--- config.mk ---
export PLATFORM = sky130hd
export DESIGN_NAME = uart_tx_serializer
export DESIGN_NICKNAME = d
export VERILOG_FILES = /design/src/rtl/uart_tx_serializer.sv
export SDC_FILE = /design/constraint.sdc
export NUM_CORES = 1
export LEC_CHECK = 0
export CORE_UTILIZATION = 35
export DETAILED_ROUTE_END_ITERATION = 7
export PLACE_DENSITY_LB_ADDON = 0.2
export SKIP_LAST_GASP = 1
export SLEW_MARGIN = 30
export SYNTH_ARGS = -nofsm -noshare
export SYNTH_HDL_FRONTEND = slang
export SYNTH_SLANG_ARGS = --single-unit
--- constraint.sdc ---
create_clock -name clk -period 2.6 [get_ports clk]
set_input_delay 0.52 -clock clk [delete_from_list [all_inputs] [get_ports clk]]
set_output_delay 0.52 -clock clk [all_outputs]
set_load 0.01 [all_outputs]
--- src/rtl/uart_tx_serializer.sv ---
// UART transmit serializer: takes a word over valid/ready and shifts it out LSB-first,
// advancing one bit per upstream baud tick (start, data, optional parity, stop bits).
module uart_tx_serializer #(
    parameter int DATA_BITS  = 8,
    parameter int PARITY_EN  = 0,
    parameter int PARITY_ODD = 0,
    parameter int STOP_BITS  = 1
) (
    input  logic                 clk,
    input  logic                 rst,
    input  logic                 baud_tick,
    input  logic                 in_valid,
    input  logic [DATA_BITS-1:0] in_data,
    output logic                 in_ready,
    output logic                 tx,
    output logic                 busy,
    output logic                 tx_done,
    output logic [2:0]           dbg_state
);

    // Handshake: a word is taken on the rising edge where in_valid && in_ready;
    // in_ready is high exactly when the FSM is IDLE, and in_data is not looked at otherwise.

    localparam int CNT_W = $clog2(DATA_BITS);

    localparam logic [2:0] ST_IDLE   = 3'd0;
    localparam logic [2:0] ST_WAIT   = 3'd1;
    localparam logic [2:0] ST_START  = 3'd2;
    localparam logic [2:0] ST_DATA   = 3'd3;
    localparam logic [2:0] ST_PARITY = 3'd4;
    localparam logic [2:0] ST_STOP   = 3'd5;

    localparam logic [CNT_W-1:0] LAST_BIT  = CNT_W'(DATA_BITS - 1);
    localparam logic             STOP_LAST = (STOP_BITS == 2);
    localparam logic             ODD_BIT   = (PARITY_ODD != 0);
    localparam logic             USE_PAR   = (PARITY_EN != 0);

    logic [2:0]           state_q, state_d;
    logic                 tx_q, tx_d;
    logic                 done_q, done_d;
    logic [DATA_BITS-1:0] shreg_q, shreg_d;
    logic [CNT_W-1:0]     bitcnt_q, bitcnt_d;
    logic                 stopcnt_q, stopcnt_d;
    logic                 parity_q, parity_d;
    logic                 accept;

    assign accept = in_valid && (state_q == ST_IDLE);

    always_comb begin
        state_d   = state_q;
        tx_d      = tx_q;
        done_d    = 1'b0;
        shreg_d   = shreg_q;
        bitcnt_d  = bitcnt_q;
        stopcnt_d = stopcnt_q;
        parity_d  = parity_q;
        case (state_q)
            ST_IDLE: begin
                tx_d = 1'b1;
                // Ticks here are ignored: the first usable tick must arrive in WAIT.
                if (accept) begin
                    shreg_d  = in_data;
                    parity_d = (^in_data) ^ ODD_BIT;
                    state_d  = ST_WAIT;
                end
            end
            ST_WAIT: begin
                if (baud_tick) begin
                    tx_d    = 1'b0;
                    state_d = ST_START;
                end
            end
            ST_START: begin
                if (baud_tick) begin
                    tx_d     = shreg_q[0];
                    shreg_d  = shreg_q >> 1;
                    bitcnt_d = '0;
                    state_d  = ST_DATA;
                end
            end
            ST_DATA: begin
                if (baud_tick) begin
                    if (bitcnt_q == LAST_BIT) begin
                        // Cleared on both exits so a 2-stop frame never inherits a stale count.
                        stopcnt_d = 1'b0;
                        if (USE_PAR) begin
                            tx_d    = parity_q;
                            state_d = ST_PARITY;
                        end else begin
                            tx_d    = 1'b1;
                            state_d = ST_STOP;
                        end
                    end else begin
                        tx_d     = shreg_q[0];
                        shreg_d  = shreg_q >> 1;
                        bitcnt_d = bitcnt_q + CNT_W'(1);
                    end
                end
            end
            ST_PARITY: begin
                if (baud_tick) begin
                    tx_d      = 1'b1;
                    stopcnt_d = 1'b0;
                    state_d   = ST_STOP;
                end
            end
            ST_STOP: begin
                if (baud_tick) begin
                    if (stopcnt_q == STOP_LAST) begin
                        done_d  = 1'b1;
                        state_d = ST_IDLE;
                    end else begin
                        stopcnt_d = 1'b1;
                    end
                end
            end
            default: begin
                tx_d    = 1'b1;
                state_d = ST_IDLE;
            end
        endcase
    end

    always_ff @(posedge clk or posedge rst) begin
        if (rst) begin
            state_q   <= ST_IDLE;
            tx_q      <= 1'b1;
            done_q    <= 1'b0;
            shreg_q   <= '0;
            bitcnt_q  <= '0;
            stopcnt_q <= 1'b0;
            parity_q  <= 1'b0;
        end else begin
            state_q   <= state_d;
            tx_q      <= tx_d;
            done_q    <= done_d;
            shreg_q   <= shreg_d;
            bitcnt_q  <= bitcnt_d;
            stopcnt_q <= stopcnt_d;
            parity_q  <= parity_d;
        end
    end

    assign in_ready  = (state_q == ST_IDLE);
    assign busy      = (state_q != ST_IDLE);
    assign tx        = tx_q;
    assign tx_done   = done_q;
    assign dbg_state = state_q;

endmodule

==> results.md <==
* Placer congestion estimate at 0.7087
* CTS max path bufs at 2
* Final period util at 0.8393
* Initial Util at 0.3829
* DP Wirelength at 1156 um
* CTS HTree Levels at 1
* GRT overflow at 0
* Worst-path clk slew at 0.08 ns
* Yosys reg bits at 16
* Fin nets at 121
* Worst hold path class: reg -> reg
* Post_cts resized at 0
* Setup ws final at 0.4178 ns
* Root buf cell: clkbuf_4
* # rows at 17
* Crit path buf inv count at 1
* Slowest stage delay, CP at 0.58 ns
* Status: finished clean
* Share of post-route cells with drive strength above 1 at 0.07547
* I/O pin count at 19
* Hold buffers post-CTS at 0
* CTS Buf Count at 3
* WP data arrival at 1.66 ns
* Antenna viol nets, final at 0
* Peak supply drop at 0.4953 mV
* PortBufs at 18
* Crit path kind: reg -> out
* Fin Hold WS at 0.4953 ns
* Min cycle time layout at 2.182 ns
* CTS tree: yes
* P_leak at 0.0004834 uW
* Maxcap violations at 0
* Die Ht at 52.13 um
* Setup crit end kind: output pin
* Slew headroom at 0.5987
* Total Routing Usage GR at 0.1418
* Global-route wire length before repair at 2877 um
* Area contributors post-synth: dfrtp_1 (43%), mux2i_1 (10%), nand2_1 (6.0%)
* Delay-heaviest family, CP: buffers and inverters
* Final hold vios at 0
* Vias per Instance at 4.933
* Peak Freq at 458.3 MHz
* Setup TNS at 0 ns
* Placed inst area at 0.001059 mm^2
* Startpoint Class: register
* Setup WS pre-CTS at 0.5976 ns
* Die area at 0.002718 mm^2
* Worst-Skew Late Latency at 0.28 ns
* Crit-path slowest cell: clkdlybuf4s50_1
* Largest net degree at the start of global routing at 17
* Final instance area at 0.001085 mm^2
* Post-synthesis sequential area ratio at 0.4566
* Layout area overhead at 23.33%
* Top cell type's share of synthesized area at 0.4267
* Post-synthesis cell type count at 25
* Drt drc at 0
* RSZ-0062 raised after global routing: false
* Critical path, cell by cell: nor3_1 > clkdlybuf4s50_1
* Cell count after synthesis at 90
* Clk_skew at 0.01377 ns
* Num Clock Sinks at 16
* Antenna violations before repair at 0
* Core area at 0.002297 mm^2
* Post-Syn Nets at 104
* Area of the mapped netlist at 879.6 um^2
* Post CTS Setup Buffer Count at 0
* P per Cell Area at 950.4 mW/mm^2
* Yosys warnings at 0
* Diode count at 0
* Routed wire length at 1662 um
* CP max FO at 12
* TritonRoute pass-1 iters at 2
* Final Max Slew Viols at 0
* Initial drt markers at 12
* Syn avg cell area at 9.773 um^2
* Wire per inst at 12.40 um
* Vias in the first global route at 661
* DR vias at 661
* Final setup viols at 0
* Critical Path RT at 2.08 ns
* Die width at 52.13 um
* Worst-margin pin slew at 0.6013 ns
* Area leader, netlist: dfrtp_1
cell usage in the layout (no fill, tap or decap), drive strengths merged, types with 2 or more instances in the layout:
| master | synthesis | routed |
|---|---|---|
| a21oi | 4 | 4 |
| a22o | 3 | 3 |
| clkbuf | 0 | 4 |
| clkdlybuf4s50 | 0 | 18 |
| dfrtp | 15 | 15 |
| ha | 2 | 2 |
| inv | 3 | 3 |
| mux2i | 9 | 9 |
| nand2 | 14 | 14 |
| nand2b | 3 | 3 |
| nand3b | 3 | 3 |
| nor2 | 4 | 4 |
| nor3 | 3 | 3 |
| o21ai | 12 | 12 |
registers in the layout, summed over array words and instances, names as in the netlist:
signal and count:
tx_done 1, tx 1, dbg_state 3, bitcnt_q 3
shreg_q 8
worst reg2reg max path, delay by kind of cell, from the launching register on:
family | cells | cell delay, ns
simple gates | 2 | 0.61
flops | 1 | 0.59
compound gates | 2 | 0.46
final cells by class:
class,count,area (um^2)
well taps,28,35.03
multi-input cells,64,422.9
repair buffers,19,187.7
clock buffers,4,26.28
inverters,3,11.26
flip-flops and latches,16,401.6
fillers,242,1212
metrics by stage:
stage	power, uW	std cells	utilization
final	1031	134	0.4722
after global routing	1125	134	0.4722
after CTS	1047	134	0.4722
after detailed placement	909.4	130	0.4608
after global placement	896.4	130	0.4608
after floorplan	782.2	90	-
synthesized netlist by cell type (all sizes together):
library cell	instances
o21ai	12
dfrtp	15
a21oi	4
nor3	3
nor2	4
nand2	14
nand2b	3
ha	2
o22a	1
a22oi	1
o32a	1
buf	7
inv	3
and3b	1
nand3b	3
mux2i	9
a21o	1
a22o	3
dfstp	1
o21bai	1
a211oi	1
logic make-up after synthesis:
kind of cell	synth area share
AO/OA/AOI/OAI	0.1992
adder cells (fa/ha/maj)	0.02844
buffers and inverters	0.06259
flip-flops	0.4566
multiplexers	0.1024
AND/OR/NAND/NOR	0.1508
worst paths after layout:
check / depth (start not counted) / slack (ns) / to / startpoint
worst max-delay path: 2 / 0.42 / in_ready / dbg_state[0]$_DFFE_PP0P_
worst min-delay path: 2 / 0.50 / shreg_q[4]$_DFFE_PP0P_ / shreg_q[4]$_DFFE_PP0P_
worst min register to register: 2 / 0.50 / shreg_q[4]$_DFFE_PP0P_ / shreg_q[4]$_DFFE_PP0P_
worst max register to register: 4 / 0.86 / shreg_q[2]$_DFFE_PP0P_ / dbg_state[2]$_DFFE_PP0P_
min in group asynchronous: 2 / 0.60 / shreg_q[5]$_DFFE_PP0P_ / rst
max in group asynchronous: 2 / 1.59 / shreg_q[4]$_DFFE_PP0P_ / rst
power breakdown:
part	switching (uW)	leakage, uW	internal (uW)
Clock	72.7	0.0000150	59.3
Sequential	78.4	0.000200	351
Combinational	231	0.000268	239
layer usage:
metal | wire length [um] | share of wire | GRT usage
met1 | 821 | 0.49 | 0.1876
met2 | 739 | 0.44 | 0.2329
met3 | 87 | 0.052 | 0.02924
met4 | 13 | 0.0078 | 0.03947
met5 | 0 | 0 | 0
No activity file was read; power rests on OpenSTA's default activity.
